--- config.mk ---
export PLATFORM = sky130hd
export DESIGN_NAME = l3_arbiter_flat
export DESIGN_NICKNAME = d
export VERILOG_FILES = /design/src/rtl/l3_arbiter_pkg.sv /design/src/rtl/l3_arbiter_if.sv /design/src/rtl/l3_arbiter_rr_pick.sv /design/src/rtl/l3_arbiter.sv /design/src/flat_wrapper.sv
export SDC_FILE = /design/constraint.sdc
export NUM_CORES = 1
export LEC_CHECK = 0
export CORE_MARGIN = 2
export CORE_UTILIZATION = 36
export CTS_CLUSTER_DIAMETER = 200
export DETAILED_ROUTE_END_ITERATION = 16
export PLACE_DENSITY = 0.81
export SYNTH_ARGS = -nofsm -noshare
export SYNTH_HDL_FRONTEND = slang
export SYNTH_SLANG_ARGS = --single-unit
export TNS_END_PERCENT = 10
--- constraint.sdc ---
create_clock -name clk -period 5.9 [get_ports clk]
set_input_delay 1.18 -clock clk [delete_from_list [all_inputs] [get_ports clk]]
set_output_delay 1.18 -clock clk [all_outputs]
set_load 0.1 [all_outputs]
--- src/rtl/l3_arbiter_pkg.sv ---
`default_nettype none
// +----------------------------------------------------------------------+
// | Module  : l3_arb_pkg                                                 |
// | Brief   : Shared types, default widths and helpers for l3_arbiter.   |
// | Revision: 1.0 - initial release                                      |
// +----------------------------------------------------------------------+
package l3_arb_pkg;

    localparam int DEF_NUM_REQ        = 2;
    localparam int DEF_ADDR_W         = 32;
    localparam int DEF_DATA_W         = 32;
    localparam int DEF_TIMEOUT_CYCLES = 1024;

    typedef enum logic [1:0] {
        IDLE = 2'd0,
        WAIT = 2'd1,
        RESP = 2'd2
    } arb_state_t;

    // Index width for NUM_REQ requesters; never narrower than one bit.
    function automatic int grant_w(input int n);
        return (n > 1) ? $clog2(n) : 1;
    endfunction

endpackage
`default_nettype wire

--- src/rtl/l3_arbiter_if.sv ---
`default_nettype none
// +----------------------------------------------------------------------+
// | Module  : l3_arbiter_if                                              |
// | Brief   : Requester-side and L3-side buses of the L3 port arbiter.   |
// | Revision: 1.0 - initial release                                      |
// +----------------------------------------------------------------------+
interface l3_arbiter_if
    import l3_arb_pkg::*;
#(
    parameter int NUM_REQ = DEF_NUM_REQ,
    parameter int ADDR_W  = DEF_ADDR_W,
    parameter int DATA_W  = DEF_DATA_W
);
    logic [NUM_REQ-1:0]        req_valid;
    logic [NUM_REQ-1:0]        req_we;
    logic [NUM_REQ*ADDR_W-1:0] req_addr;
    logic [NUM_REQ*DATA_W-1:0] req_wdata;
    logic [NUM_REQ-1:0]        req_done;
    logic [DATA_W-1:0]         req_rdata;
    logic                      req_err;

    logic                      down_req;
    logic                      down_we;
    logic [ADDR_W-1:0]         down_addr;
    logic [DATA_W-1:0]         down_wdata;
    logic [DATA_W-1:0]         down_rdata;
    logic                      down_done;

    // The arbiter side.
    modport slave (
        input  req_valid, req_we, req_addr, req_wdata, down_rdata, down_done,
        output req_done, req_rdata, req_err, down_req, down_we, down_addr, down_wdata
    );

    // Requesters plus the L3 model.
    modport master (
        output req_valid, req_we, req_addr, req_wdata, down_rdata, down_done,
        input  req_done, req_rdata, req_err, down_req, down_we, down_addr, down_wdata
    );
endinterface
`default_nettype wire

--- src/rtl/l3_arbiter_rr_pick.sv ---
`default_nettype none
// +----------------------------------------------------------------------+
// | Module  : rr_pick                                                    |
// | Brief   : Combinational round-robin picker, searches from last+1.    |
// | Revision: 1.0 - initial release                                      |
// +----------------------------------------------------------------------+
module rr_pick
    import l3_arb_pkg::*;
#(
    parameter int NUM_REQ = DEF_NUM_REQ,
    parameter int GW      = grant_w(NUM_REQ)
) (
    input  logic [NUM_REQ-1:0] req,
    input  logic [GW-1:0]      last,
    output logic [NUM_REQ-1:0] grant,
    output logic [GW-1:0]      grant_idx,
    output logic               any_valid
);
    logic [GW-1:0] w_cand;
    logic          w_found;

    always_comb begin
        grant     = '0;
        grant_idx = '0;
        w_cand    = '0;
        w_found   = 1'b0;
        for (int off = 1; off <= NUM_REQ; off++) begin
            w_cand = GW'((int'(last) + off) % NUM_REQ);
            if (!w_found && req[w_cand]) begin
                w_found         = 1'b1;
                grant_idx       = w_cand;
                grant[w_cand]   = 1'b1;
            end
        end
    end

    assign any_valid = |req;

endmodule
`default_nettype wire

--- src/rtl/l3_arbiter.sv ---
`default_nettype none
// +----------------------------------------------------------------------+
// | Module  : l3_arbiter                                                 |
// | Brief   : Round-robin arbiter for the single L3 port, with watchdog. |
// | Revision: 1.0 - initial release                                      |
// +----------------------------------------------------------------------+
module l3_arbiter
    import l3_arb_pkg::*;
#(
    parameter int NUM_REQ        = DEF_NUM_REQ,
    parameter int ADDR_W         = DEF_ADDR_W,
    parameter int DATA_W         = DEF_DATA_W,
    parameter int TIMEOUT_CYCLES = DEF_TIMEOUT_CYCLES,
    localparam int GW            = grant_w(NUM_REQ)
) (
    input  logic          clk,
    input  logic          reset,
    l3_arbiter_if.slave   bus,
    output logic          busy,
    output logic [GW-1:0] grant_id,
    output logic          timeout_flag
);
    localparam int              WD_W      = $clog2(TIMEOUT_CYCLES) + 1;
    localparam logic [WD_W-1:0] WD_LAST   = WD_W'(TIMEOUT_CYCLES - 1);
    localparam logic [GW-1:0]   LAST_INIT = GW'(NUM_REQ - 1);

    arb_state_t          r_state;
    arb_state_t          w_next;
    logic [GW-1:0]       r_last;
    logic [GW-1:0]       r_grant;
    logic [WD_W-1:0]     r_wdog;
    logic                r_down_req;
    logic                r_down_we;
    logic [ADDR_W-1:0]   r_down_addr;
    logic [DATA_W-1:0]   r_down_wdata;
    logic [DATA_W-1:0]   r_rdata;
    logic                r_err;
    logic                r_tflag;

    logic [NUM_REQ-1:0]  w_pick_onehot;
    logic [GW-1:0]       w_pick_idx;
    logic                w_any;
    logic                w_expire;
    logic [NUM_REQ-1:0]  w_done;
    logic                w_err;

    logic [ADDR_W-1:0]   w_addr_arr  [NUM_REQ];
    logic [DATA_W-1:0]   w_wdata_arr [NUM_REQ];

    for (genvar g = 0; g < NUM_REQ; g++) begin : g_unpack
        assign w_addr_arr[g]  = bus.req_addr[g*ADDR_W +: ADDR_W];
        assign w_wdata_arr[g] = bus.req_wdata[g*DATA_W +: DATA_W];
    end

    rr_pick #(
        .NUM_REQ (NUM_REQ),
        .GW      (GW)
    ) u_pick (
        .req       (bus.req_valid),
        .last      (r_last),
        .grant     (w_pick_onehot),
        .grant_idx (w_pick_idx),
        .any_valid (w_any)
    );

    assign w_expire = (r_wdog == WD_LAST);

    always_ff @(posedge clk or posedge reset) begin
        if (reset) r_state <= IDLE;
        else       r_state <= w_next;
    end

    always_comb begin
        w_next = r_state;
        case (r_state)
            IDLE:    if (w_any) w_next = WAIT;
            WAIT:    if (bus.down_done || w_expire) w_next = RESP;
            RESP:    w_next = IDLE;
            default: w_next = IDLE;
        endcase
    end

    always_comb begin
        busy   = (r_state != IDLE);
        w_done = '0;
        if (r_state == RESP) w_done[r_grant] = 1'b1;
        w_err  = (r_state == RESP) && r_err;
    end

    // Request capture happens only in IDLE, so requester-side changes later
    // cannot disturb the transaction already on the L3 port.
    always_ff @(posedge clk or posedge reset) begin
        if (reset) begin
            r_last       <= LAST_INIT;
            r_grant      <= '0;
            r_wdog       <= '0;
            r_down_req   <= 1'b0;
            r_down_we    <= 1'b0;
            r_down_addr  <= '0;
            r_down_wdata <= '0;
            r_rdata      <= '0;
            r_err        <= 1'b0;
            r_tflag      <= 1'b0;
        end else begin
            case (r_state)
                IDLE: begin
                    if (w_any) begin
                        r_grant      <= w_pick_idx;
                        r_down_req   <= 1'b1;
                        r_down_we    <= |(bus.req_we & w_pick_onehot);
                        r_down_addr  <= w_addr_arr[w_pick_idx];
                        r_down_wdata <= w_wdata_arr[w_pick_idx];
                        r_wdog       <= '0;
                        r_err        <= 1'b0;
                    end
                end
                WAIT: begin
                    if (bus.down_done) begin
                        r_rdata    <= r_down_we ? '0 : bus.down_rdata;
                        r_down_req <= 1'b0;
                    end else if (w_expire) begin
                        r_rdata    <= '0;
                        r_down_req <= 1'b0;
                        r_err      <= 1'b1;
                        r_tflag    <= 1'b1;
                    end else begin
                        r_wdog <= r_wdog + 1'b1;
                    end
                end
                RESP: r_last <= r_grant;
                default: ;
            endcase
        end
    end

    assign bus.down_req   = r_down_req;
    assign bus.down_we    = r_down_we;
    assign bus.down_addr  = r_down_addr;
    assign bus.down_wdata = r_down_wdata;
    assign bus.req_done   = w_done;
    assign bus.req_rdata  = r_rdata;
    assign bus.req_err    = w_err;
    assign grant_id       = r_grant;
    assign timeout_flag   = r_tflag;

endmodule
`default_nettype wire

--- src/flat_wrapper.sv ---
// flat-port wrapper written by rule: the top's interface ports become plain ports
module l3_arbiter_flat import l3_arb_pkg::*;
#(
    parameter int NUM_REQ        = DEF_NUM_REQ,
    parameter int ADDR_W         = DEF_ADDR_W,
    parameter int DATA_W         = DEF_DATA_W,
    parameter int TIMEOUT_CYCLES = DEF_TIMEOUT_CYCLES,
    localparam int GW            = grant_w(NUM_REQ)
)
  (clk, reset, busy, grant_id, timeout_flag, bus_req_valid, bus_req_we, bus_req_addr, bus_req_wdata, bus_down_rdata, bus_down_done, bus_req_done, bus_req_rdata, bus_req_err, bus_down_req, bus_down_we, bus_down_addr, bus_down_wdata);
  l3_arbiter_if #(.NUM_REQ(NUM_REQ), .ADDR_W(ADDR_W), .DATA_W(DATA_W)) bus_i ();
  input  logic clk;
  input  logic reset;
  output logic busy;
  output logic [GW-1:0] grant_id;
  output logic timeout_flag;
  input wire logic [$bits(bus_i.req_valid)-1:0] bus_req_valid;
  input wire logic [$bits(bus_i.req_we)-1:0] bus_req_we;
  input wire logic [$bits(bus_i.req_addr)-1:0] bus_req_addr;
  input wire logic [$bits(bus_i.req_wdata)-1:0] bus_req_wdata;
  input wire logic [$bits(bus_i.down_rdata)-1:0] bus_down_rdata;
  input wire logic [$bits(bus_i.down_done)-1:0] bus_down_done;
  output wire logic [$bits(bus_i.req_done)-1:0] bus_req_done;
  output wire logic [$bits(bus_i.req_rdata)-1:0] bus_req_rdata;
  output wire logic [$bits(bus_i.req_err)-1:0] bus_req_err;
  output wire logic [$bits(bus_i.down_req)-1:0] bus_down_req;
  output wire logic [$bits(bus_i.down_we)-1:0] bus_down_we;
  output wire logic [$bits(bus_i.down_addr)-1:0] bus_down_addr;
  output wire logic [$bits(bus_i.down_wdata)-1:0] bus_down_wdata;
  assign bus_i.req_valid = bus_req_valid;
  assign bus_i.req_we = bus_req_we;
  assign bus_i.req_addr = bus_req_addr;
  assign bus_i.req_wdata = bus_req_wdata;
  assign bus_i.down_rdata = bus_down_rdata;
  assign bus_i.down_done = bus_down_done;
  assign bus_req_done = bus_i.req_done;
  assign bus_req_rdata = bus_i.req_rdata;
  assign bus_req_err = bus_i.req_err;
  assign bus_down_req = bus_i.down_req;
  assign bus_down_we = bus_i.down_we;
  assign bus_down_addr = bus_i.down_addr;
  assign bus_down_wdata = bus_i.down_wdata;
  l3_arbiter #(.NUM_REQ(NUM_REQ), .ADDR_W(ADDR_W), .DATA_W(DATA_W), .TIMEOUT_CYCLES(TIMEOUT_CYCLES)) u_core (.clk(clk), .reset(reset), .bus(bus_i), .busy(busy), .grant_id(grant_id), .timeout_flag(timeout_flag));
endmodule
# Word level (Yosys, flattened, before mapping)
# Index checks and enable logic that the tools add are counted.
# word_totals
input_bits,167
regBits,115
word_cells,94
# classes
addsub,3
muxes,40
n_bitwise,4
n_eq_ne,9
reduce_logical,20
order_cmp,7
# ops
operator,count
32-bit two-way mux,9
11-bit two-way mux,3
11-bit one-hot mux with 2 select lines,1
1-bit two-way mux,16
"11-bit by 1-bit adder with 11-bit output, second input constant",1
"11-bit by 10-bit equality test with 1-bit output, second input constant",1
2-bit two-way mux,5
4-bit AND reduction,2
"1-bit by 2-bit < comparator with 1-bit output, second input constant",3
"2-bit inequality test, second input constant",3
2-bit AND reduction,3
3-bit AND reduction,2
2-bit nonzero test,3
1-bit logical AND,5
"2-bit by 1-bit inequality test with 1-bit output, second input constant",2
1-bit one-hot mux with 2 select lines,2
2-bit one-hot mux with 2 select lines,1
2-bit OR reduction,2
1-bit demux with 1-bit select,3
"1-bit greater-or-equal comparator, second input constant",3
"3-bit by 2-bit inequality test with 1-bit output, second input constant",1
"1-bit adder, second input constant",2
2-bit AND,1
"2-bit by 1-bit equality test with 1-bit output, second input constant",1
8 further kinds,8

# Logic depth before layout (Yosys ltp)
# depth
depth_word,11
ltp_mapped,6

# Modules after synthesis
# Synthesis repeated with hierarchy kept, for this count alone.
# hier_totals
hier_cells,453
area_unflattened_um2,5034.8
# modules_own_cells
mod,seq_area_each_um2,area_per_inst_um2,instances,cells_per_inst
l3_arbiter,2879.0,5002.3,1,448
rr_pick,0.0,32.5,1,5

# Least setup slack after synthesis
# Ideal clock, no wire load.
# synth_path
path_kind,flip-flop to output port
from,reg u_core.r_grant (netlist: u_core.grant_id)
to,out bus_req_done[0]
path_stages_with_launch,2
t_arrival_ns,2.238
setup_slack_ns,2.482
required_time_ns,4.720
cell_sequence,dfrtp_1 nor2b_1
# synth_via
elab_chain_len,5
word_cells_on_any_way,6
# synth_lines
element,line_no,source
"start, declared",l3_arbiter.sv:30,logic [GW-1:0] r_grant;
"start signal, assigned",l3_arbiter.sv:108,r_grant <= w_pick_idx;
1-bit by 2-bit < comparator with 1-bit output (not written as such) / 1-bit greater-or-equal comparator (equally long branches),l3_arbiter.sv:86,if (r_state == RESP) w_done[r_grant] = 1'b1;
1-bit logical AND (not written as such),l3_arbiter.sv:86,
1-bit two-way mux (not written as such),l3_arbiter.sv:86,
1-bit demux with 1-bit select *,n/a,
2-bit two-way mux *,l3_arbiter.sv:86,
"end, declared",flat_wrapper.sv:23,output wire logic [$bits(bus_i.req_done)-1:0] bus_req_done;
# Every way passes the cells marked *; elsewhere a longest branch is shown, timed or not.

# Final worst setup path
# layout_path
from,reg u_core.r_state[1]
to,out bus_req_err
# layout_via
elab_chain_len,2
# layout_lines
element,line_no,source
"start, declared",l3_arbiter.sv:27,arb_state_t r_state;
"start signal, assigned",l3_arbiter.sv:70,else r_state <= w_next;
2-bit equality test,l3_arbiter.sv:87,w_err = (r_state == RESP) && r_err;
1-bit logical AND,l3_arbiter.sv:87,
"end, declared",flat_wrapper.sv:25,output wire logic [$bits(bus_i.req_err)-1:0] bus_req_err;
# No other way between the ends.

==> results.md <==
* First-pass GRT wire length at 22.62 mm
* Top cell type's share of synthesized area at 0.5621
* H-tree depth at 4
* Final setup TNS at 0 ps
* Setup crit start kind: register
* Worst path required time at 4720 ps
* Worst-Margin Slew at 1252 ps
* Area of the core at 13830 um2
* Routability cong. at 0.7986
* Final hold violations at 0
* # diodes at 0
* Post-synthesis sequential area ratio at 0.5673
* Clock buffer count from CTS at 17
* Worst Hold Class: reg2reg
* Max incr delay on CP at approximately 1100 ps
* Area delta synth->final at 67.65%
* Yosys warnings at 0
* CTS Buffer Depth at 2
* Final Max Slew Viols at 0
* Syn avg cell area at between 10 and 15 um2
* RR Endpoint: u_core.bus.req_rdata[14]
* Clock slew at reported path FFs at approximately 50 ps
* # setup viols final at 0
* Most frequent cells after synthesis: dfrtp_1 (114), nand2_1 (69), mux2i_1 (66), o21ai_0 (66), a22o_1 (34)
* RSZ-0062 raised after global routing: no
* Worst R2R Start: u_core.r_state[1]
* Critical path class: reg2out
* Crit. End Element: output pin
* Die area at 15060 um2
* Total global-route track usage at 0.1938
* R2R depth at 3
* Crit share post-route at 0.6096
* Status: finished, final reports clean
* Row cnt at 43
* Initial antenna violation count at 0
* Fmax at 0.2780 GHz
* Starting Density at 0.3670
* Cell accounting for the most synthesized area: dfrtp_1
* Final core occ at 0.6153
* Number of port buffers at 270
* Clock root cell: clkbuf_16
* Count of cell types in the netlist at 44
* Post-route DRC at 0
* Pre-antenna DRT Iters at 6
* Worst Hold Path Cells at 2
* CTS resizes at 0
* Synthesized flop and latch total at 115
* Cells after synthesis at 443
* Hold Path End: u_core.bus.down_wdata[3]
* Synthesized area at between 5000 and 6000 um2
* I/O pins at around 270
* Slew HR at 0.1646
* DR vias at approximately 4400
* Top FF cell, synth: dfrtp_1
* Pin count of the biggest net entering global routing at 69
* CTS tree: built
* Synth async-reset ratio at 1.000
* Final cell count without fillers at between 900 and 1000
* Final wirelength at 14.57 mm
* Placed insts at just under 900
* Routed WL per cell at approximately 16 um
* Number of synthesized flops with an enable pin at 0
* Max cap viols at 0
* Vias per inst at 4.920
* Crit path DAT at roughly 2400 ps
* Minimum clock period at between 3000 and 4000 ps
* Residual antenna-violating net count after detailed routing at 0
* Post-CTS setup buffers at 0
* Clk_skew at 6.158 ps
* Layout Nets at 877
* DIE HEIGHT at between 100 and 150 um
* Cell with the most instances after synthesis: dfrtp_1
* Top cells by area, synth: dfrtp_1 (56%), mux2i_1 (13%), o21ai_0 (6.5%)
* Vias in the first global route at 4519
* FF-to-FF setup slack at 3750 ps
* Clk sink count at 115
* CP cell instances: nor2b_1 > and2_1 > clkdlybuf4s50_1
* Hold-fix buffers, CTS at 0
* Worst skew pair latency at 400 ps
* GR Overflow Total at 0
* CP max-delay cell: clkdlybuf4s50_1
* HPWL after DPL at ~11 mm
* Hold Crit Start: u_core.bus.down_wdata[3]
* CP max FO at 5
* Fraction of layout cells with a size suffix above 1 at 0.06787
* Post-Synthesis Net Count at 611
* Iteration-0 DRC Markers at 258
* Die width at 122.7 um
==> layout make-up <==
| class | instances | area [um2] |
|---|---|---|
| clock inverter | 10 | 131.4 |
| sequential | 115 | 2879 |
| tap | 180 | 225.2 |
| timing repair buffer | 275 | 2753 |
| clock buffer | 22 | 464.2 |
| multi-input combinational | 295 | 2034 |
| fill | 1083 | 5319 |
| inverter | 5 | 21.27 |
==> layer usage <==
layer  vias to the layer above  wire [um]  GRT usage
li1                       2126          -          -
met3                        24       1262    0.06784
met2                       204       7448     0.3322
met5                         -          0          0
met1                      2084       5578     0.2205
met4                         0        282    0.07687
==> flip-flops by register name (all words and copies together), names as in the netlist <==
register               count
u_core.bus.down_wdata     32
u_core.r_err               1
u_core.grant_id            1
u_core.r_wdog             11
u_core.r_state             2
u_core.bus.down_req        1
u_core.r_last              1
u_core.bus.down_we         1
u_core.bus.down_addr      32
u_core.bus.req_rdata      32
u_core.timeout_flag        1
==> cell families after synthesis <==
logic type	share of synthesized area
muxes	0.1324
AOI/OAI and AO/OA	0.1610
DFF	0.5673
and+or+nand+nor	0.1008
buffers and inverters	0.03599
adders and majority gates	0.002465
==> cell usage in the layout (no fill, tap or decap), types with 3 or more instances in the layout <==
cell type / netlist / routed
mux2i_1: 66 / 66
dfrtp_1: 114 / 114
buf_4: 6 / 4
nand2_1: 69 / 69
bufinv_16: 0 / 3
nor2b_1: 3 / 3
o21ai_0: 66 / 66
clkinv_2: 0 / 5
clkdlybuf4s50_1: 0 / 270
a31oi_1: 3 / 3
clkbuf_16: 0 / 17
clkbuf_1: 8 / 3
a22o_1: 34 / 34
and3_1: 4 / 4
inv_1: 4 / 3
nand3_1: 9 / 9
o21a_1: 4 / 4
==> metrics by stage <==
step / worst slack, ps / hold WS (ps) / instance area, um2
floorplan: 1678 / 448.5 / 5075
global placement: 2742 / 441.6 / 7913
detailed placement: 2711 / 454.6 / 7913
CTS: 2275 / 471.1 / 8508
global route: 2148 / 493.3 / 8508
finish: 2303 / 475.2 / 8508
==> worst max-delay path by stage <==
stage                 startpoint                       end  slack, ps  cells past startpoint
3_3_place_gp   u_core.r_state[1]           bus_req_done[0]       2740                      3
4_1_cts        u_core.r_state[1]               bus_req_err       2270                      3
2_1_floorplan              reset   u_core.bus.down_addr[0]       1680                      1
5_1_grt        u_core.r_state[1]           bus_req_done[1]       2150                      3
6_report       u_core.r_state[1]               bus_req_err       2300                      3
3_5_place_dp       bus_down_done  u_core.bus.req_rdata[12]       2710                      3
==> worst max-delay path: cells and delay by family, from the launching register on <==
family / cells / cell delay, ps
flops: 1 / 420
buf+inv: 1 / 1130
simple gates: 2 / 460
Power is left out: the tool's default activity adds up to more than one toggle a clock period on the data nets, which glitch-free logic cannot reach.
